<file path="config.mk">
export PLATFORM = sky130hd
export DESIGN_NAME = or16_accum
export DESIGN_NICKNAME = d
export VERILOG_FILES = /design/src/rtl/or16_accum_pkg.sv /design/src/rtl/or16_accum_or16.sv /design/src/rtl/or16_accum.sv
export SDC_FILE = /design/constraint.sdc
export NUM_CORES = 1
export LEC_CHECK = 0
export CORE_UTILIZATION = 42
export CTS_CLUSTER_DIAMETER = 80
export CTS_CLUSTER_SIZE = 8
export DETAILED_ROUTE_END_ITERATION = 10
export PLACE_DENSITY = 0.82
export SLEW_MARGIN = 20
export SYNTH_ARGS = -nofsm -noshare
export SYNTH_HDL_FRONTEND = slang
export SYNTH_HIERARCHICAL = 1
export SYNTH_SLANG_ARGS = --single-unit
</file>
<file path="constraint.sdc">
create_clock -name clk -period 1.7 [get_ports clk]
set_input_delay 0.255 -clock clk [delete_from_list [all_inputs] [get_ports clk]]
set_output_delay 0.255 -clock clk [all_outputs]
set_load 0.05 [all_outputs]
</file>
<file path="src/rtl/or16_accum_pkg.sv">
// Shared definitions for the OR-accumulating burst reducer.
// Holds the FSM state encoding, default word width and count width.
package or16_accum_pkg;

  localparam int DEF_WIDTH = 16;
  localparam int CNT_W     = 5;

  typedef enum logic [1:0] {
    ST_IDLE  = 2'd0,
    ST_ACCUM = 2'd1,
    ST_DONE  = 2'd2
  } state_t;

endpackage

</file>
<file path="src/rtl/or16_accum_or16.sv">
// Plain bitwise OR gate used as the accumulation datapath.
module or16_accum_or16 #(
  parameter int W = 16
) (
  input  logic [W-1:0] a,
  input  logic [W-1:0] b,
  output logic [W-1:0] out
);

  assign out = a | b;

endmodule

</file>
<file path="src/rtl/or16_accum.sv">
// Collects a burst of words, ORs them together and presents one result
// with the word count and a flag for bursts closed at MAX_WORDS.
module or16_accum
  import or16_accum_pkg::*;
#(
  parameter int WIDTH     = DEF_WIDTH,
  parameter int MAX_WORDS = 16
) (
  input  logic             clk,
  input  logic             reset,
  input  logic             in_valid,
  input  logic [WIDTH-1:0] in_data,
  input  logic             in_last,
  output logic             in_ready,
  output logic             out_valid,
  output logic [WIDTH-1:0] out_data,
  output logic [CNT_W-1:0] out_count,
  output logic             out_trunc,
  input  logic             out_ready
);

  // Handshake: a word transfers on a rising edge where in_valid && in_ready;
  // the result transfers on a rising edge where out_valid && out_ready.
  // Neither ready depends combinationally on the matching valid.

  state_t           state;
  logic [WIDTH-1:0] acc;
  logic [WIDTH-1:0] or_out;
  logic [WIDTH-1:0] acc_next;
  logic [CNT_W-1:0] cnt;
  logic [CNT_W-1:0] cnt_next;
  logic             trunc;
  logic             accept;
  logic             done;

  or16_accum_or16 #(.W(WIDTH)) u_or (
    .a   (acc),
    .b   (in_data),
    .out (or_out)
  );

  // The first word of a burst loads directly so stale acc never leaks in.
  assign acc_next = (state == ST_IDLE) ? in_data : or_out;
  assign cnt_next = (state == ST_IDLE) ? CNT_W'(1) : cnt + CNT_W'(1);

  assign done     = (state == ST_DONE);
  assign in_ready = ~reset & ~done;
  assign accept   = in_valid & in_ready;

  always_ff @(posedge clk or posedge reset) begin
    if (reset) begin
      state <= ST_IDLE;
      acc   <= '0;
      cnt   <= '0;
      trunc <= 1'b0;
    end else begin
      case (state)
        ST_IDLE, ST_ACCUM: begin
          if (accept) begin
            acc <= acc_next;
            cnt <= cnt_next;
            if (in_last) begin
              state <= ST_DONE;
              trunc <= 1'b0;
            end else if (cnt_next == CNT_W'(MAX_WORDS)) begin
              state <= ST_DONE;
              trunc <= 1'b1;
            end else begin
              state <= ST_ACCUM;
            end
          end
        end
        ST_DONE: begin
          if (out_ready) state <= ST_IDLE;
        end
        default: state <= ST_IDLE;
      endcase
    end
  end

  assign out_valid = done;
  assign out_data  = done ? acc : '0;
  assign out_count = done ? cnt : '0;
  assign out_trunc = done & trunc;

endmodule

</file>
==> results of run 1 <==
[power groups by stage]
| stage | logic (mW) | clock network (mW) | registers, mW |
|---|---|---|---|
| after floorplan | 0.492 | 0 | 0.781 |
| after global placement | 0.761 | 0 | 0.802 |
| after detailed placement | 0.799 | 0 | 0.810 |
| after CTS | 0.821 | 0.299 | 0.796 |
| after global routing | 0.968 | 0.333 | 0.829 |
| final | 0.905 | 0.304 | 0.816 |
[through the flow]
stage | std cells | power, mW | TNS [ns] | setup slack [ns]
floorplan | 155 | 1.27 | -0.0686 | -0.0686
CTS | 251 | 1.92 | -0.112 | -0.0531
global route | 253 | 2.13 | -1.45 | -0.171
global placement | 245 | 1.56 | -0.0347 | -0.0347
finish | 253 | 2.02 | -0.405 | -0.112
detailed placement | 245 | 1.61 | -0.665 | -0.0786
[worst max path at each step]
stage	from	endpoint	slack, ns	depth (start not counted)
floorplan	state[0]$_DFFE_PP0P_	out_count[0]	-0.07	4
global placement	reset	cnt[2]$_DFFE_PP0P_	-0.03	5
detailed placement	reset	cnt[2]$_DFFE_PP0P_	-0.08	5
CTS	cnt[0]$_DFFE_PP0P_	trunc$_DFFE_PP0P_	-0.05	5
global route	cnt[0]$_DFFE_PP0P_	state[1]$_DFFE_PP0P_	-0.17	5
finish	cnt[0]$_DFFE_PP0P_	trunc$_DFFE_PP0P_	-0.11	5
[area by class of cell]
type	count	area [um2]	area share (%)
clock buffers	4	36.3	1.52
multi-input cells	120	863	36.3
well taps	44	55.1	2.31
inverters	2	7.51	0.315
repair buffers	59	815	34.2
flip-flops and latches	24	603	25.3
[tightest hold or removal path: cells and delay by family]
kind / cells / cell delay, ns
buf+inv: 3 / 0.83
[cell families after synthesis]
group,synth area share (%)
AOI/OAI and AO/OA,11.3
xor gates and xnor gates,1.22
adders and majority gates,0.871
buffers and inverters,3.48
DFF,41.8
muxes,11.9
and+or+nand+nor,29.4
[layout by cell type, fill, tap and decap left out, types with 2 or more instances in the layout]
cell	count
mux2i_1	16
inv_1	2
nand3_1	3
and2_4	22
a22o_1	2
nor2b_1	3
dfrtp_2	2
clkbuf_4	3
buf_12	24
nand2_1	20
o21ai_0	20
dfrtp_1	22
or2_1	16
nor2_1	2
clkdlybuf4s50_1	20
buf_4	13
[what timing repair did]
item | 4_1_cts | 5_1_grt
pin swaps | 0 | 3
buffers inserted | 2 | 1
setup endpoints to repair | 27 | 19
gates resized for setup | 4 | 24
gates cloned | 0 | 1
[per-layer routing]
metal  GRT usage [%]  up-vias  part of all wire [%]
li1                -      631                     -
met4            6.82        0                   2.0
met3            4.90       10                   6.3
met5               0        -                     0
met1            27.9      594                    41
met2            34.4       66                    50
[state kept, by name (all words and copies together), names as in the netlist]
name,count
cnt,5
acc,16
state,2
trunc,1
==> impl_metrics.py, run 1 <==
metrics = {
    "logic_synthesis": {
        "yosysMostFrequentCell": "dfrtp_1",
        "synth-seq-area-share_pct": 41.8,
        "syn_area_per_cell_um2": 9.27,
        "synthTopCellsByArea": "dfrtp_1 (42%), mux2i_1 (11%), and2_1 (9.6%)",
        "yosysWarnings": 6,
        "synth_top_area_cell": "dfrtp_1",
        "synthesis.area_um2": 1440,
        "synth_seq_cells": 24,
        "ys_top_cells_by_count": "dfrtp_1 (24), and2_1 (22), nand2_1 (20), o21ai_0 (20)",
        "async_flop_share_pct": 100,
        "synth_enable_flop_cells": 0,
        "synth_nets": 177,
        "yosysUniqueCellTypes": 28,
        "netlist_instances": 155,
        "synth_top_area_share_pct": 41.8,
        "synth_ff_type": "dfrtp_1",
    },
    "route": {
        "ant_nets": 0,
        "drt-initial-drc-count": 29,
        "drt_wl_total_mm": 3.81,
        "drc": 0,
        "vias": 1301,
        "avgViaCountPerCell": 5.14,
        "wire_per_inst_um": 15.1,
        "drt-pass1-iter-count": 4,
    },
    "pwr": {
        "p_leak_nw": 1.06,
        "vdd_drop_max_mv": 0.390,
        "power_switching_mw": 0.733,
        "power_frac_seq_pct": 40.3,
        "pwr_density_cell_nw_per_um2": 851,
        "power_frac_clock_pct": 15.0,
        "p_comb_share_pct": 44.7,
        "p_int_mw": 1.29,
        "switching_share_pct": 36.2,
    },
    "timing": {
        "period_minus_slack_ns": 1.81,
        "worst_slew_pin_slew_ns": 0.454,
        "final_max_slew_viol_count": 0,
        "fin_ws_ns": -0.112,
        "relSlewSlack_pct": 69.5,
        "min_period_over_period_pct": 107,
        "rsz0062_at_grt": "yes",
        "fmax_ghz": 0.552,
        "fin_worst_skew_ns": 0.00836,
        "hold_slack_ns": 0.358,
        "setup_viol": 9,
        "finalHoldViolCount": 0,
    },
    "setup_path": {
        "r2r_setup_slack_ns": -0.11,
        "start_kind": "flip-flop",
        "crit_family": "simple AND/OR/NAND/NOR gates",
        "end_kind": "flip-flop",
        "r2r_start": "cnt[0]$_DFFE_PP0P_",
        "crit_buf_inv": 0,
        "worstRegToRegCells": 5,
        "crit_slowest_cell": "or4b_4",
        "cp_cell_sequence": "ha_4 > xor2_1 > or4b_4 > nor4_4 > a2bb2oi_2",
        "crit_arrival_ns": 2.07,
        "slowest_delay_ns": 0.53,
        "critPathKind": "flip-flop to flip-flop",
        "worstPathRequired_ns": 1.96,
        "crit_fanout": 4,
        "r2r-end": "trunc$_DFFE_PP0P_",
    },
    "layout": {
        "layout-drive-gt1-share_pct": 35.9,
        "fillers": 219,
        "area_delta_synth_final_pct": 65.7,
        "design_area_um2": 2380,
        "antenna_cells": 0,
        "nNetsFinal": 232,
        "post-route-util_pct": 75.5,
    },
    "grt": {
        "grt_max_degree": 25,
        "overflow": 0,
        "antenna_found_initial": 0,
        "grtUsageTotal_pct": 21.1,
        "grt_pass1_wl_mm": 5.75,
        "grt_pass1_vias": 1264,
    },
    "die": {
        "die_x_um": 60.5,
        "io_pins": 45,
        "initial_core_util_pct": 45.6,
        "dieArea_um2": 3660,
        "die_y_um": 60.5,
        "rows": 20,
        "coreArea_um2": 3150,
    },
    "outcome": {
        "status": "complete, but fails checks",
        "violations": "setup timing",
    },
    "placed_design": {
        "globalplace.congestion": 0.840,
        "dpl-instance-area_um2": 2230,
        "dp_hpwl_mm": 2.60,
        "numPortBuffers": 44,
    },
    "cts": {
        "clock_latency_ns": 0.31,
        "cts-root-buf": "clkbuf_4",
        "clock-sinks": 24,
        "h-tree-depth": 1,
        "cts_tree": "yes",
        "cts_hold_buf": 0,
        "ctsLongestPathBuffers": 2,
        "cts.clk_slew.worst_paths_ns": 0.14,
        "cts-buffers-inserted": 3,
    },
    "flow_run": {
        "maxCapViolations": 0,
    },
    "min_path": {
        "hp-class": "input port to async pin",
    },
}
No activity file was read; power rests on OpenSTA's default activity.
==> run 2: changes to the inputs <==
==> constraint.sdc (replaced) <==
create_clock -name clk -period 1.7 [get_ports clk]
set_input_delay 0.255 -clock clk [delete_from_list [all_inputs] [get_ports clk]]
set_output_delay 0.255 -clock clk [all_outputs]
set_load 0.01 [all_outputs]
==> impl_metrics.py, run 2 (synthesized netlist as in run 1, its figures left out) <==
metrics = {
    "die": {
        "dieArea_um2": 3660,
        "initial_core_util_pct": 45.6,
        "coreArea_um2": 3150,
        "io_pins": 45,
        "rows": 20,
        "die_y_um": 60.5,
        "die_x_um": 60.5,
    },
    "setup_path": {
        "critPathKind": "flip-flop to flip-flop",
        "worstPathRequired_ns": 1.97,
        "crit_fanout": 4,
        "end_kind": "flip-flop",
        "crit_arrival_ns": 2.02,
        "start_kind": "flip-flop",
    },
    "layout": {
        "antenna_cells": 0,
        "top_regs": "acc: 16 flops, cnt: 5 flops, state: 2 flops",
        "nNetsFinal": 238,
        "layout-drive-gt1-share_pct": 30.2,
        "area_delta_synth_final_pct": 46.6,
        "top_register": "acc",
        "final_cell_mix": "dfrtp_1 (24), o21ai_0 (20), nand2_1 (20), clkdlybuf4s50_1 (20)",
        "layout_commonest_cell": "dfrtp_1",
        "design_area_um2": 2110,
        "largest_reg_flops": 16,
    },
    "cts": {
        "h-tree-depth": 1,
        "ctsLongestPathBuffers": 2,
        "cts-root-buf": "clkbuf_4",
        "clock-sinks": 24,
        "cts-buffers-inserted": 3,
        "clock_latency_ns": 0.32,
        "cts_tree": "yes",
        "cts_hold_buf": 0,
        "cts.clk_slew.worst_paths_ns": 0.14,
    },
    "timing": {
        "fin_ws_ns": -0.0487,
        "relSlewSlack_pct": 77.2,
        "setup_viol": 6,
        "setup-tns-final_ns": -0.225,
        "finalHoldViolCount": 0,
        "final_max_slew_viol_count": 0,
        "fmax_ghz": 0.572,
        "worst_slew_pin_slew_ns": 0.342,
        "period_minus_slack_ns": 1.75,
        "min_period_over_period_pct": 103,
        "rsz0062_at_grt": "yes",
        "fin_worst_skew_ns": 0.00372,
    },
    "route": {
        "avgViaCountPerCell": 5.27,
        "vias": 1366,
        "drc": 0,
        "drt_wl_total_mm": 3.77,
        "ant_nets": 0,
        "drt-pass1-iter-count": 4,
        "wire_per_inst_um": 14.5,
        "drt-initial-drc-count": 37,
    },
    "pwr": {
        "power_frac_clock_pct": 21.7,
        "p_leak_nw": 1.03,
        "vdd_drop_max_mv": 0.483,
        "p_int_mw": 1.33,
        "p_total_mw": 1.95,
        "power_frac_seq_pct": 41.2,
        "pwr_density_cell_nw_per_um2": 925,
        "switching_share_pct": 31.8,
        "power_switching_mw": 0.620,
        "p_comb_share_pct": 37.1,
    },
    "grt": {
        "grt_pass1_wl_mm": 5.88,
        "grt_max_degree": 25,
        "grt_pass1_vias": 1316,
        "overflow": 0,
        "grtUsageTotal_pct": 21.5,
        "antenna_found_initial": 0,
    },
    "flow_run": {
        "maxCapViolations": 0,
    },
    "placed_design": {
        "dpl-instance-area_um2": 1990,
        "globalplace.congestion": 0.863,
        "numPortBuffers": 44,
        "dp_hpwl_mm": 2.50,
    },
    "outcome": {
        "status": "complete, but fails checks",
        "violations": "setup timing",
    },
    "min_path": {
        "hp-class": "input port to async pin",
    },
}
## run 2: cell count changes in the layout (fill, tap and decap cells not counted), moves of 2 or more
| cell | previous run | this run |
|---|---|---|
| buf_12 | 24 | 0 |
| and2_1 | 0 | 12 |
| and2_4 | 22 | 10 |
| buf_6 | 1 | 13 |
| clkbuf_2 | 0 | 8 |
| buf_2 | 0 | 7 |
| buf_4 | 13 | 15 |
| dfrtp_1 | 22 | 24 |
| dfrtp_2 | 2 | 0 |
| dlygate4sd2_1 | 0 | 2 |
## run 2: repair_timing
item / CTS / global route
endpoints found under the setup margin: 26 / 25
pin swaps: 1 / 1
resized for setup: 70 / 41
cloned: 1 / 0
buffers inserted: 6 / 1
## run 2: cell type report
type / instances / area (um2)
clock buffers: 3 / 22.5
clock inverters: 1 / 30.0
fillers: 276 / 1050
inverters: 2 / 7.51
multi-input cells: 120 / 838
flip-flops and latches: 24 / 601
well taps: 44 / 55.1
repair buffers: 65 / 552
## run 2: power groups by stage
stage | clock, mW | combinational, mW | sequential, mW
2_1_floorplan | 0 | 0.401 | 0.781
3_3_place_gp | 0 | 0.602 | 0.789
3_5_place_dp | 0 | 0.638 | 0.801
4_1_cts | 0.434 | 0.693 | 0.797
5_1_grt | 0.460 | 0.781 | 0.820
6_report | 0.423 | 0.723 | 0.802
## run 2: worst max-delay path, cell delays in order (launching register included)
cell and delay, ns:
dfrtp_1 0.44, ha_4 0.19, xor2_1 0.14, or4b_4 0.50
nor4_4 0.27, a221o_1 0.16
## run 2: final timing paths
check                                    start                   end  slack [ns]  cells past startpoint
max                         cnt[1]$_DFFE_PP0P_  state[1]$_DFFE_PP0P_       -0.05                      5
min                                      reset  state[1]$_DFFE_PP0P_        0.33                      3
max reg2reg                 cnt[1]$_DFFE_PP0P_  state[1]$_DFFE_PP0P_       -0.05                      5
min reg2reg                acc[15]$_DFFE_PP0P_   acc[15]$_DFFE_PP0P_        0.53                      2
max in group asynchronous                reset    acc[4]$_DFFE_PP0P_        1.13                      3
min in group clk           acc[15]$_DFFE_PP0P_   acc[15]$_DFFE_PP0P_        0.53                      2
## run 2: metal layers
metal | part of all wire, % | global-route usage (%) | vias up
li1 | - | - | 638
met1 | 43 | 27.5 | 667
met2 | 52 | 38.0 | 55
met3 | 4.2 | 3.20 | 6
met4 | 0.58 | 5.84 | 0
met5 | 0 | 0 | -
## run 2: through the flow
stage               cells  utilization, %  hold WS, ns  worst slack [ns]
floorplan             155               -        0.270            0.0132
global placement      247            63.1        0.471            0.0226
detailed placement    247            63.1        0.482           -0.0502
CTS                   258            66.6        0.338           -0.0549
global route          259            66.8        0.371            -0.106
finish                259            66.8        0.333           -0.0487
==> run 3: changes to the inputs <==
--- a/config.mk
+++ b/config.mk
@@ -10,7 +10,6 @@
 export CTS_CLUSTER_SIZE = 8
 export DETAILED_ROUTE_END_ITERATION = 10
 export PLACE_DENSITY = 0.82
-export SLEW_MARGIN = 20
 export SYNTH_ARGS = -nofsm -noshare
 export SYNTH_HDL_FRONTEND = slang
 export SYNTH_HIERARCHICAL = 1
==> results of run 3 <==
No change in the layout: final DEF, timing and power equal those of run 2.
